--- src/rtl/serial_buf_pkg.sv ---
// Shared definitions for the serial link receive side: field widths, frame length, FSM states.
package serial_buf_pkg;

    localparam int ADDR_W_DEF = 7;
    localparam int DATA_W_DEF = 8;
    localparam int FRAME_BITS = 1 + ADDR_W_DEF + DATA_W_DEF + 1;

    typedef enum logic [2:0] {
        IDLE,
        ADDR,
        DATA,
        STOP,
        WAIT
    } rx_state_t;

    function automatic int max_int(input int a, input int b);
        return (a > b) ? a : b;
    endfunction

endpackage

--- src/rtl/serial_rx_shreg.sv ---
// MSB-first shift-in register with synchronous clear and shift enable.
module serial_rx_shreg #(
    parameter int W = 8
) (
    input  logic         clk,
    input  logic         clr,
    input  logic         shift_en,
    input  logic         din,
    output logic [W-1:0] q
);

    always_ff @(posedge clk) begin
        if (clr) begin
            q <= '0;
        end else if (shift_en) begin
            q <= {q[W-2:0], din};
        end
    end

endmodule

--- src/rtl/serial_in_buffer.sv ---
// Receive end of the two-wire serial link: start + address + data + stop, InC active-low frame valid.
// Optional ADDR_MATCH_EN: good frames not addressed to OWN_ADDR are dropped silently.
module serial_in_buffer
    import serial_buf_pkg::*;
#(
    parameter int                ADDR_W   = ADDR_W_DEF,
    parameter int                DATA_W   = DATA_W_DEF,
    parameter logic [ADDR_W-1:0] OWN_ADDR = '0
) (
    input  logic              clk_in,
    input  logic              reset,
    input  logic              InD,
    input  logic              InC,
    output logic [ADDR_W-1:0] A_out,
    output logic [DATA_W-1:0] D_out,
    output logic              rx_valid,
    output logic              rx_err,
    output logic              busy
);

    localparam int                CNT_W     = $clog2(max_int(ADDR_W, DATA_W)) + 1;
    localparam logic [CNT_W-1:0]  ADDR_LAST = CNT_W'(ADDR_W - 1);
    localparam logic [CNT_W-1:0]  DATA_LAST = CNT_W'(DATA_W - 1);
`ifdef ADDR_MATCH_EN
    localparam bit MATCH_EN = 1'b1;
`else
    localparam bit MATCH_EN = 1'b0;
`endif

    rx_state_t         state;
    logic [CNT_W-1:0]  cnt;
    logic              c_q;
    logic [ADDR_W-1:0] addr_q;
    logic [DATA_W-1:0] data_q;
    logic              frame_start;
    logic              addr_ok;

    // A start is a falling edge of InC seen from IDLE
    assign frame_start = (state == IDLE) && c_q && !InC;
    assign addr_ok     = !MATCH_EN || (addr_q == OWN_ADDR);

    serial_rx_shreg #(.W(ADDR_W)) u_addr_sr (
        .clk      (clk_in),
        .clr      (reset || frame_start),
        .shift_en ((state == ADDR) && !InC),
        .din      (InD),
        .q        (addr_q)
    );

    serial_rx_shreg #(.W(DATA_W)) u_data_sr (
        .clk      (clk_in),
        .clr      (reset || frame_start),
        .shift_en ((state == DATA) && !InC),
        .din      (InD),
        .q        (data_q)
    );

    always_ff @(posedge clk_in) begin
        if (reset) begin
            state    <= IDLE;
            cnt      <= '0;
            c_q      <= 1'b1;
            A_out    <= '0;
            D_out    <= '0;
            rx_valid <= 1'b0;
            rx_err   <= 1'b0;
            busy     <= 1'b0;
        end else begin
            c_q      <= InC;
            rx_valid <= 1'b0;
            rx_err   <= 1'b0;
            case (state)
                IDLE: begin
                    cnt <= '0;
                    if (frame_start) begin
                        if (!InD) begin
                            state <= ADDR;
                            busy  <= 1'b1;
                        end else begin
                            rx_err <= 1'b1;
                            state  <= WAIT;
                        end
                    end
                end
                ADDR, DATA: begin
                    if (InC) begin
                        rx_err <= 1'b1;
                        busy   <= 1'b0;
                        cnt    <= '0;
                        state  <= IDLE;
                    end else if (state == ADDR && cnt == ADDR_LAST) begin
                        cnt   <= '0;
                        state <= DATA;
                    end else if (state == DATA && cnt == DATA_LAST) begin
                        cnt   <= '0;
                        state <= STOP;
                    end else begin
                        cnt <= cnt + 1'b1;
                    end
                end
                STOP: begin
                    busy <= 1'b0;
                    cnt  <= '0;
                    if (InC) begin
                        rx_err <= 1'b1;
                        state  <= IDLE;
                    end else begin
                        state <= WAIT;
                        if (InD) begin
                            rx_err <= 1'b1;
                        end else if (addr_ok) begin
                            A_out    <= addr_q;
                            D_out    <= data_q;
                            rx_valid <= 1'b1;
                        end
                    end
                end
                WAIT: begin
                    cnt <= '0;
                    if (InC) begin
                        state <= IDLE;
                    end
                end
                default: begin
                    state <= IDLE;
                    busy  <= 1'b0;
                    cnt   <= '0;
                end
            endcase
        end
    end

endmodule

--- config.mk ---
export PLATFORM = sky130hd
export DESIGN_NAME = serial_in_buffer
export DESIGN_NICKNAME = d
export VERILOG_FILES = /design/src/rtl/serial_buf_pkg.sv /design/src/rtl/serial_rx_shreg.sv /design/src/rtl/serial_in_buffer.sv
export SDC_FILE = /design/constraint.sdc
export NUM_CORES = 1
export LEC_CHECK = 0
export CAP_MARGIN = 20
export CELL_PAD_IN_SITES_DETAIL_PLACEMENT = 0
export CELL_PAD_IN_SITES_GLOBAL_PLACEMENT = 1
export CORE_MARGIN = 3
export CORE_UTILIZATION = 38
export CTS_BUF_LIST = sky130_fd_sc_hd__clkbuf_4 sky130_fd_sc_hd__clkbuf_8
export DETAILED_ROUTE_END_ITERATION = 12
export PLACE_DENSITY_LB_ADDON = 0.2
export SYNTH_ARGS = -nofsm -noshare
export SYNTH_HDL_FRONTEND = slang
export SYNTH_SLANG_ARGS = --single-unit
--- constraint.sdc ---
create_clock -name clk_in -period 1.8 [get_ports clk_in]
set_input_delay 0.45 -clock clk_in [delete_from_list [all_inputs] [get_ports clk_in]]
set_output_delay 0.45 -clock clk_in [all_outputs]
set_load 0.005 [all_outputs]
==> metrics.txt, run 1 <==
status=completed; YS warnings=0; CTS max path bufs=2; DRC violations left=0; Synth async-reset ratio=0; vias in the first global route=between 1000 and 1500; min Tclk post-route=between 1.5 and 2 ns; hold_buf cts=0; GR Overflow Total=0; syn nets=203; Max IR drop VDD=0.000542 V; clk sinks=about 40; reg-to-reg slack, setup=a little under 0.3 ns; area post-placement=1930 µm²; Hold WC Path Type=flip-flop to flip-flop; largest net degree at the start of global routing=17; Crit path arrival time=~1.9 ns; CTS tree=done; initial antenna violation count=0; Vias=between 1000 and 1500; GPL Wtd Cong=between 0.7 and 0.8; RSZ-0062 raised after global routing=false; number of flops mapped to enable cells by yosys=0; # resized after CTS=0; CTS clk-pin slew, worst paths=around 0.08 ns; fin cells=about 280; die area=between 5000 and 6000 µm²; clk_lat worst skew=about 0.29 ns; final worst hold slack=about 0.46 ns; antenna cells=0; synthesis-stage register bit count=between 40 and 50; fin nets=230; Die Y-Extent=between 70 and 80 µm; NetSw=392 µW; Core Area=roughly 4000 µm²; Area Overhead vs Synth=24.1%; count of input and output buffers=21; DR WL/cell=approximately 12 µm; most frequent cells in the layout=nand2_1, dfxtp_1, a21oi_1, clkdlybuf4s50_1; final hold vios=0; first-pass GRT wire length=5820 µm; reg2reg path depth=4; gr usage total=0.143; Post-Syn Instances=197; Pint=between 1000 and 1500 µW; Netlist cell types=34; commonest non-fill, non-tap cell in the layout=nand2_1; ys flop type=dfxtp_1; max_slew headroom=0.753; Avg Inst Size Synth=approximately 8.3 µm²; CP Class=primary input to flip-flop; Root Buffer=clkbuf_8; Detailed Place HPWL=2410 µm; fin. max-slew vios=0; Hold Path End=D_out[6]$_SDFFE_PP0P_; dpl cells=about 270; routed wire length=3380 µm; Clock Power Share=0.373; Final ANT Viol Nets=0; share of post-route cells with drive strength above 1=0.133; Initial DRC Count=37; hold path depth=2; Tcrit/Tclk final=0.940; I/O pins=22; sequential power share=0.554; worst slew pin tran=roughly 0.36 ns; first drt pass iteration count=4; Synth area leaders=dfxtp_1, nand2_1, a21oi_1; R2R Path End=state[2]$_SDFFE_PP0P_; Pleak=a little under 0.0007 µW; Core Rows=23; top cell type's share of synthesized area=0.503; final setup vio count=0; Cell Area, Synth=approximately 1600 µm²; min-delay src=D_out[6]$_SDFFE_PP0P_; Final Core Density=0.496; fin area=just over 2000 µm²; Comb pwr share=0.073; CTS buffer count=5; Worst Clk Skew=approximately 0.0045 ns; Tot Pwr=1680 µW; Starting Density=0.400; Sw Ratio=0.234; Max Cap Viol=0; r2r startpoint=state[2]$_SDFFE_PP0P_; Yosys top cell by area=dfxtp_1; Fmax=roughly 600 MHz; sequential fraction of the synthesis area=0.503; crit path from=InC; Req. time, crit path=approximately 2 ns; Worst Setup End Kind=flip-flop; PD cells=between 800 and 900 nW/µm²; vias per cell=4.90; CP startpoint kind=primary input; Die Wd=~72 µm; post-CTS setup buffer count=0; H-tree Lvls=2; worst-path maximum fanout=4
-- sequential cells by signal, indices dropped and copies added, names as in the netlist --
register     flops
D_out            8
u_data_sr.q      8
cnt              4
rx_err           1
state            3
c_q              1
A_out            7
busy             1
u_addr_sr.q      7
rx_valid         1
-- area by class of cell --
cell class                 instances  area (µm²)
clock buffer                       6        82.6
clock inverter                     2        13.8
fill                             410        2060
inverter                           1        3.75
multi-input combinational        143         726
sequential                        41         821
tap                               50        62.6
timing repair buffer              32         318
-- cells in the mapped netlist (all sizes together) (2+ instances only) --
master  instances
or3             3
a21oi          33
nand2          64
buf             7
or2             4
nand3           2
nor2           10
nand2b          4
dfxtp          41
and4bb          2
ha              2
nor3            3
o21ai           3
clkbuf          5
-- logic make-up after synthesis --
kind of cell	after synthesis	synth area share
XOR/XNOR	2	0.0107
AND/OR/NAND/NOR	96	0.271
buffers and inverters	13	0.0529
flip-flops	41	0.503
AO/OA/AOI/OAI	43	0.147
adder cells (fa/ha/maj)	2	0.0153
-- metrics by stage --
stage	setup slack, ns	TNS, ns
2_1_floorplan	0.0180	0
3_5_place_dp	-0.194	-5.25
5_1_grt	0.0225	0
6_report	0.108	0
4_1_cts	0.121	0
3_3_place_gp	-0.148	-4.00
-- per-layer routing --
metal,vias up,routed length (µm),global-route usage
li1,702,-,-
met1,606,1570,0.185
met2,33,1600,0.229
met3,6,160,0.0449
met4,0,49,0.0438
met5,-,0,0
-- power groups by stage --
stage	clock network, µW	registers (µW)	logic, µW
after floorplan	0	942	85.9
after global placement	0	951	122
after detailed placement	0	952	124
after CTS	649	930	124
after global routing	695	933	137
final	626	930	123
-- worst max path at each step --
| stage | slack [ns] | end |
|---|---|---|
| final | 0.11 | state[2]$_SDFFE_PP0P_ |
| after global routing | 0.02 | A_out[3]$_SDFFE_PP0P_ |
| after CTS | 0.12 | D_out[7]$_SDFFE_PP0P_ |
| after detailed placement | -0.19 | D_out[7]$_SDFFE_PP0P_ |
| after global placement | -0.15 | D_out[7]$_SDFFE_PP0P_ |
| after floorplan | 0.02 | A_out[0]$_SDFFE_PP0P_ |
-- worst max-delay path, cell delays in order --
cell	delay, ns
clkdlybuf4s50_1	0.46
or3b_2	0.51
nand3_1	0.18
nor3b_1	0.07
a31o_2	0.21
Note: power is estimated with default switching activity, not from simulation.
==> inputs of run 2 (changes only) <==
CORE_MARGIN = not set   (was 3)
==> metrics.txt, run 2 (same netlist as run 1, synthesis figures left out) <==
Initial DRC Count=between 60 and 70; fin nets=around 230; Max Cap Viol=0; status=completed; Final ANT Viol Nets=0; Area Overhead vs Synth=24.7%; H-tree Lvls=2; fin cells=around 280; die area=between 4000 and 5000 µm²; largest net degree at the start of global routing=17; area post-placement=between 1500 and 2000 µm²; GR Overflow Total=0; DRC violations left=0; routed wire length=between 3000 and 4000 µm; Tcrit/Tclk final=0.923; gr usage total=0.159; final setup vio count=0; most frequent cells in the layout=nand2_1, dfxtp_1, a21oi_1, clkdlybuf4s50_1, buf_4; RSZ-0062 raised after global routing=false; Vias=~1400; Die Wd=about 68 µm; dpl cells=268; Req. time, crit path=1.98 ns; vias per cell=roughly 4.9; CP Class=primary input to flip-flop; Starting Density=0.402; CTS max path bufs=2; Max IR drop VDD=~0.0004 V; vias in the first global route=1181; Pleak=0.000684 µW; Root Buffer=clkbuf_8; max_slew headroom=0.744; CP startpoint kind=primary input; antenna cells=0; Core Area=4060 µm²; Detailed Place HPWL=2280 µm; Die Y-Extent=67.6 µm; Fill cells=~400; count of input and output buffers=21; setup slack after layout=between 0.1 and 0.15 ns; CTS buffer count=5; CTS clk-pin slew, worst paths=roughly 0.080 ns; Core Rows=23; Hold WC Path Type=flip-flop to flip-flop; Fmax=roughly 600 MHz; final worst hold slack=around 0.46 ns; PD cells=826 nW/µm²; fin. max-slew vios=0; DP Worst Slack=-0.168 ns; Worst Clk Skew=0.00702 ns; final hold vios=0; first drt pass iteration count=4; Crit path arrival time=around 1.8 ns; Largest regs=D_out: 8 flops, u_data_sr.q: 8 flops; initial antenna violation count=0; first-pass GRT wire length=about 5300 µm; DR WL/cell=approximately 12 µm; CTS tree=done; worst-path maximum fanout=4; worst slew pin tran=approximately 0.38 ns; min Tclk post-route=approximately 1.7 ns; GPL Wtd Cong=0.806; clk_lat worst skew=between 0.2 and 0.3 ns; Tot Pwr=between 1500 and 2000 µW; commonest non-fill, non-tap cell in the layout=nand2_1; clk sinks=slightly above 40; Worst Setup End Kind=flip-flop; post-CTS setup buffer count=0; share of post-route cells with drive strength above 1=0.137; I/O pins=22; fin area=slightly above 2000 µm²
## run 2: critical path: stages
cell	delay (ns)
clkdlybuf4s50_1	0.45
or3b_2	0.50
nand3_1	0.16
nor3b_1	0.07
a31o_2	0.22
## run 2: metal layers
metal	wire length, µm	part of all wire	track usage	up-vias
met5	0	0	0	-
met4	40	0.012	0.0691	0
met3	137	0.042	0.0574	4
met2	1440	0.44	0.235	29
met1	1620	0.50	0.206	619
li1	-	-	-	707
## run 2: power by group
| group | internal (µW) | switching [µW] |
|---|---|---|
| clock network | 311 | 317 |
| logic | 60.4 | 62.8 |
| registers | 917 | 14.0 |
## run 2: area by class of cell
| class | count | area, µm² | area share |
|---|---|---|---|
| inverters | 1 | 3.75 | 0.00184 |
| flip-flops and latches | 41 | 821 | 0.403 |
| multi-input cells | 143 | 727 | 0.357 |
| clock buffers | 6 | 82.6 | 0.0406 |
| repair buffers | 33 | 325 | 0.160 |
| well taps | 50 | 62.6 | 0.0307 |
| clock inverters | 2 | 13.8 | 0.00676 |
## run 2: timing repair
| item | in CTS | in global routing |
|---|---|---|
| endpoints found under the setup margin | 0 | 1 |
| hold buffers | 0 | 0 |
| resized for setup | 0 | 1 |
## run 2: worst paths after layout
path,startpoint,to,slack [ns],depth (start not counted)
max,InC,state[2]$_SDFFE_PP0P_,0.14,5
min,A_out[2]$_SDFFE_PP0P_,A_out[2]$_SDFFE_PP0P_,0.46,2
max reg2reg,state[2]$_SDFFE_PP0P_,state[2]$_SDFFE_PP0P_,0.31,4
min reg2reg,A_out[2]$_SDFFE_PP0P_,A_out[2]$_SDFFE_PP0P_,0.46,2
## run 2: stage by stage
step | util | setup TNS (ns)
floorplan | - | 0
global placement | 0.478 | -3.46
detailed placement | 0.478 | -4.36
CTS | 0.501 | 0
global route | 0.502 | 0
finish | 0.502 | 0
==> inputs of run 3 (changes only) <==
CORE_MARGIN = 2   (was not set)
==> metrics.txt, run 3 (same netlist as run 1, synthesis figures left out) <==
count of input and output buffers=21; setup slack after layout=between 0.15 and 0.2 ns; Final Core Density=0.507; first drt pass iteration count=4; Clock Power Share=0.422; worst slew pin tran=~0.38 ns; first-pass GRT wire length=~5600 µm; final hold vios=0; vias in the first global route=about 1200; Core Rows=23; DR WL/cell=approximately 12 µm; delay-heaviest family, CP=simple AND/OR/NAND/NOR gates; Pleak=0.000690 µW; slowest CP cell=clkdlybuf4s50_1; Hold WC Path Type=flip-flop to flip-flop; most frequent cells in the layout=nand2_1, dfxtp_1, a21oi_1, clkdlybuf4s50_1, buf_4; Sw Ratio=0.217; Crit path arrival time=1.82 ns; status=completed; fin cells=roughly 280; Die Y-Extent=69.6 µm; dpl cells=~270; reg-to-reg slack, setup=0.30 ns; PD cells=~900 nW/µm²; final setup vio count=0; final worst hold slack=roughly 0.46 ns; crit path from=InC; Req. time, crit path=approximately 2.0 ns; initial antenna violation count=0; die area=between 4000 and 5000 µm²; Final ANT Viol Nets=0; Largest regs=D_out: 8 flops, u_data_sr.q: 8 flops; Pint=approximately 1400 µW; WP depth=6; fin nets=around 230; routed wire length=about 3300 µm; CTS max path bufs=2; sequential power share=0.510; Buf/Inv on CP=2; r2r startpoint=state[1]$_SDFFE_PP0P_; Detailed Place HPWL=roughly 2300 µm; vias per cell=about 4.8; Initial DRC Count=37; CP Class=primary input to flip-flop; CP startpoint kind=primary input; hold_buf cts=0; Vias=~1300; clk sinks=just over 40; FF/Latch Area=between 800 and 900 µm²; Worst Clk Skew=between 0.01 and 0.015 ns; critical-path cell list=clkdlybuf4s50_1 > or2_1 > or3_1 > buf_4 > nand2_1 > a21oi_1; clk_lat worst skew=between 0.2 and 0.3 ns; reg2reg path depth=5; antenna cells=0; Fmax=~600 MHz; RSZ-0062 raised after global routing=false; Starting Density=0.402; share of post-route cells with drive strength above 1=0.137; CTS clk-pin slew, worst paths=~0.07 ns; min Tclk post-route=~1.6 ns; area of the multi-input gates=around 730 µm²; Root Buffer=clkbuf_8; Comb pwr share=0.068; Core Area=4060 µm²; post-CTS setup buffer count=0; NetSw=between 300 and 400 µW; GPL Wtd Cong=approximately 0.76; Area Overhead vs Synth=26.1%; Max Cap Viol=0; Max IR drop VDD=between 0.0007 and 0.0008 V; max_slew headroom=0.743; Fill cells=between 300 and 400; Worst Setup End Kind=flip-flop; CTS buffer count=5; Tcrit/Tclk final=0.910; CP Capture Point=D_out[3]$_SDFFE_PP0P_; Fin Setup TNS=0 ns; fin. max-slew vios=0; DP Worst Slack=-0.140 ns; worst-path maximum fanout=16; gr usage total=0.144; I/O pins=22; R2R Path End=D_out[3]$_SDFFE_PP0P_; # resized after CTS=0; largest net degree at the start of global routing=17; Die Wd=around 70 µm; DRC violations left=0; H-tree Lvls=2; GR Overflow Total=0; Largest stage delay, worst path=0.42 ns; CTS tree=done; commonest non-fill, non-tap cell in the layout=nand2_1
==> run 3: cell count changes in the layout (fill, tap and decap cells not counted) <==
cell	change
a2111oi_1	-1
a2111oi_0	+1
bufinv_16	+1
clkinvlp_4	+1
clkinv_4	-1
clkinv_2	-1
==> run 3: worst min-delay path: stages, from the launching register on <==
cell,delay (ns)
dfxtp_1,0.31
nand2_1,0.05
a21oi_1,0.05
==> run 3: power by group through the flow <==
stage	sequential (µW)	clock, µW	combinational [µW]
final	930	769	124
after floorplan	942	0	85.9
after global placement	951	0	122
after detailed placement	951	0	125
after global routing	933	839	137
after CTS	930	794	125
==> run 3: area by class of cell <==
cell class | count | area share
clock buffers | 6 | 0.0401
clock inverters | 2 | 0.0182
inverters | 1 | 0.00182
multi-input cells | 143 | 0.353
flip-flops and latches | 41 | 0.399
well taps | 50 | 0.0304
repair buffers | 33 | 0.158
==> run 3: metal layers <==
metal / part of all wire / track usage / vias up
met3: 0.038 / 0.0509 / 4
met5: 0 / 0 / -
li1: - / - / 701
met4: 0.0082 / 0.0392 / 0
met1: 0.50 / 0.190 / 594
met2: 0.45 / 0.225 / 20
==> run 3: how the worst min path moves through the flow <==
stage,start,end,slack [ns],cells past startpoint
2_1_floorplan,cnt[0]$_SDFF_PP0_,cnt[0]$_SDFF_PP0_,0.43,1
3_3_place_gp,u_addr_sr.q[6]$_SDFFE_PP0P_,u_addr_sr.q[6]$_SDFFE_PP0P_,0.44,2
3_5_place_dp,D_out[1]$_SDFFE_PP0P_,D_out[1]$_SDFFE_PP0P_,0.45,2
4_1_cts,D_out[2]$_SDFFE_PP0P_,D_out[2]$_SDFFE_PP0P_,0.46,2
5_1_grt,D_out[2]$_SDFFE_PP0P_,D_out[2]$_SDFFE_PP0P_,0.48,2
6_report,D_out[2]$_SDFFE_PP0P_,D_out[2]$_SDFFE_PP0P_,0.46,2
==> run 3: stage by stage <==
stage	area, µm²	total power (µW)
floorplan	1630	1030
global placement	1940	1070
detailed placement	1940	1080
CTS	2060	1850
global route	2060	1910
finish	2060	1820
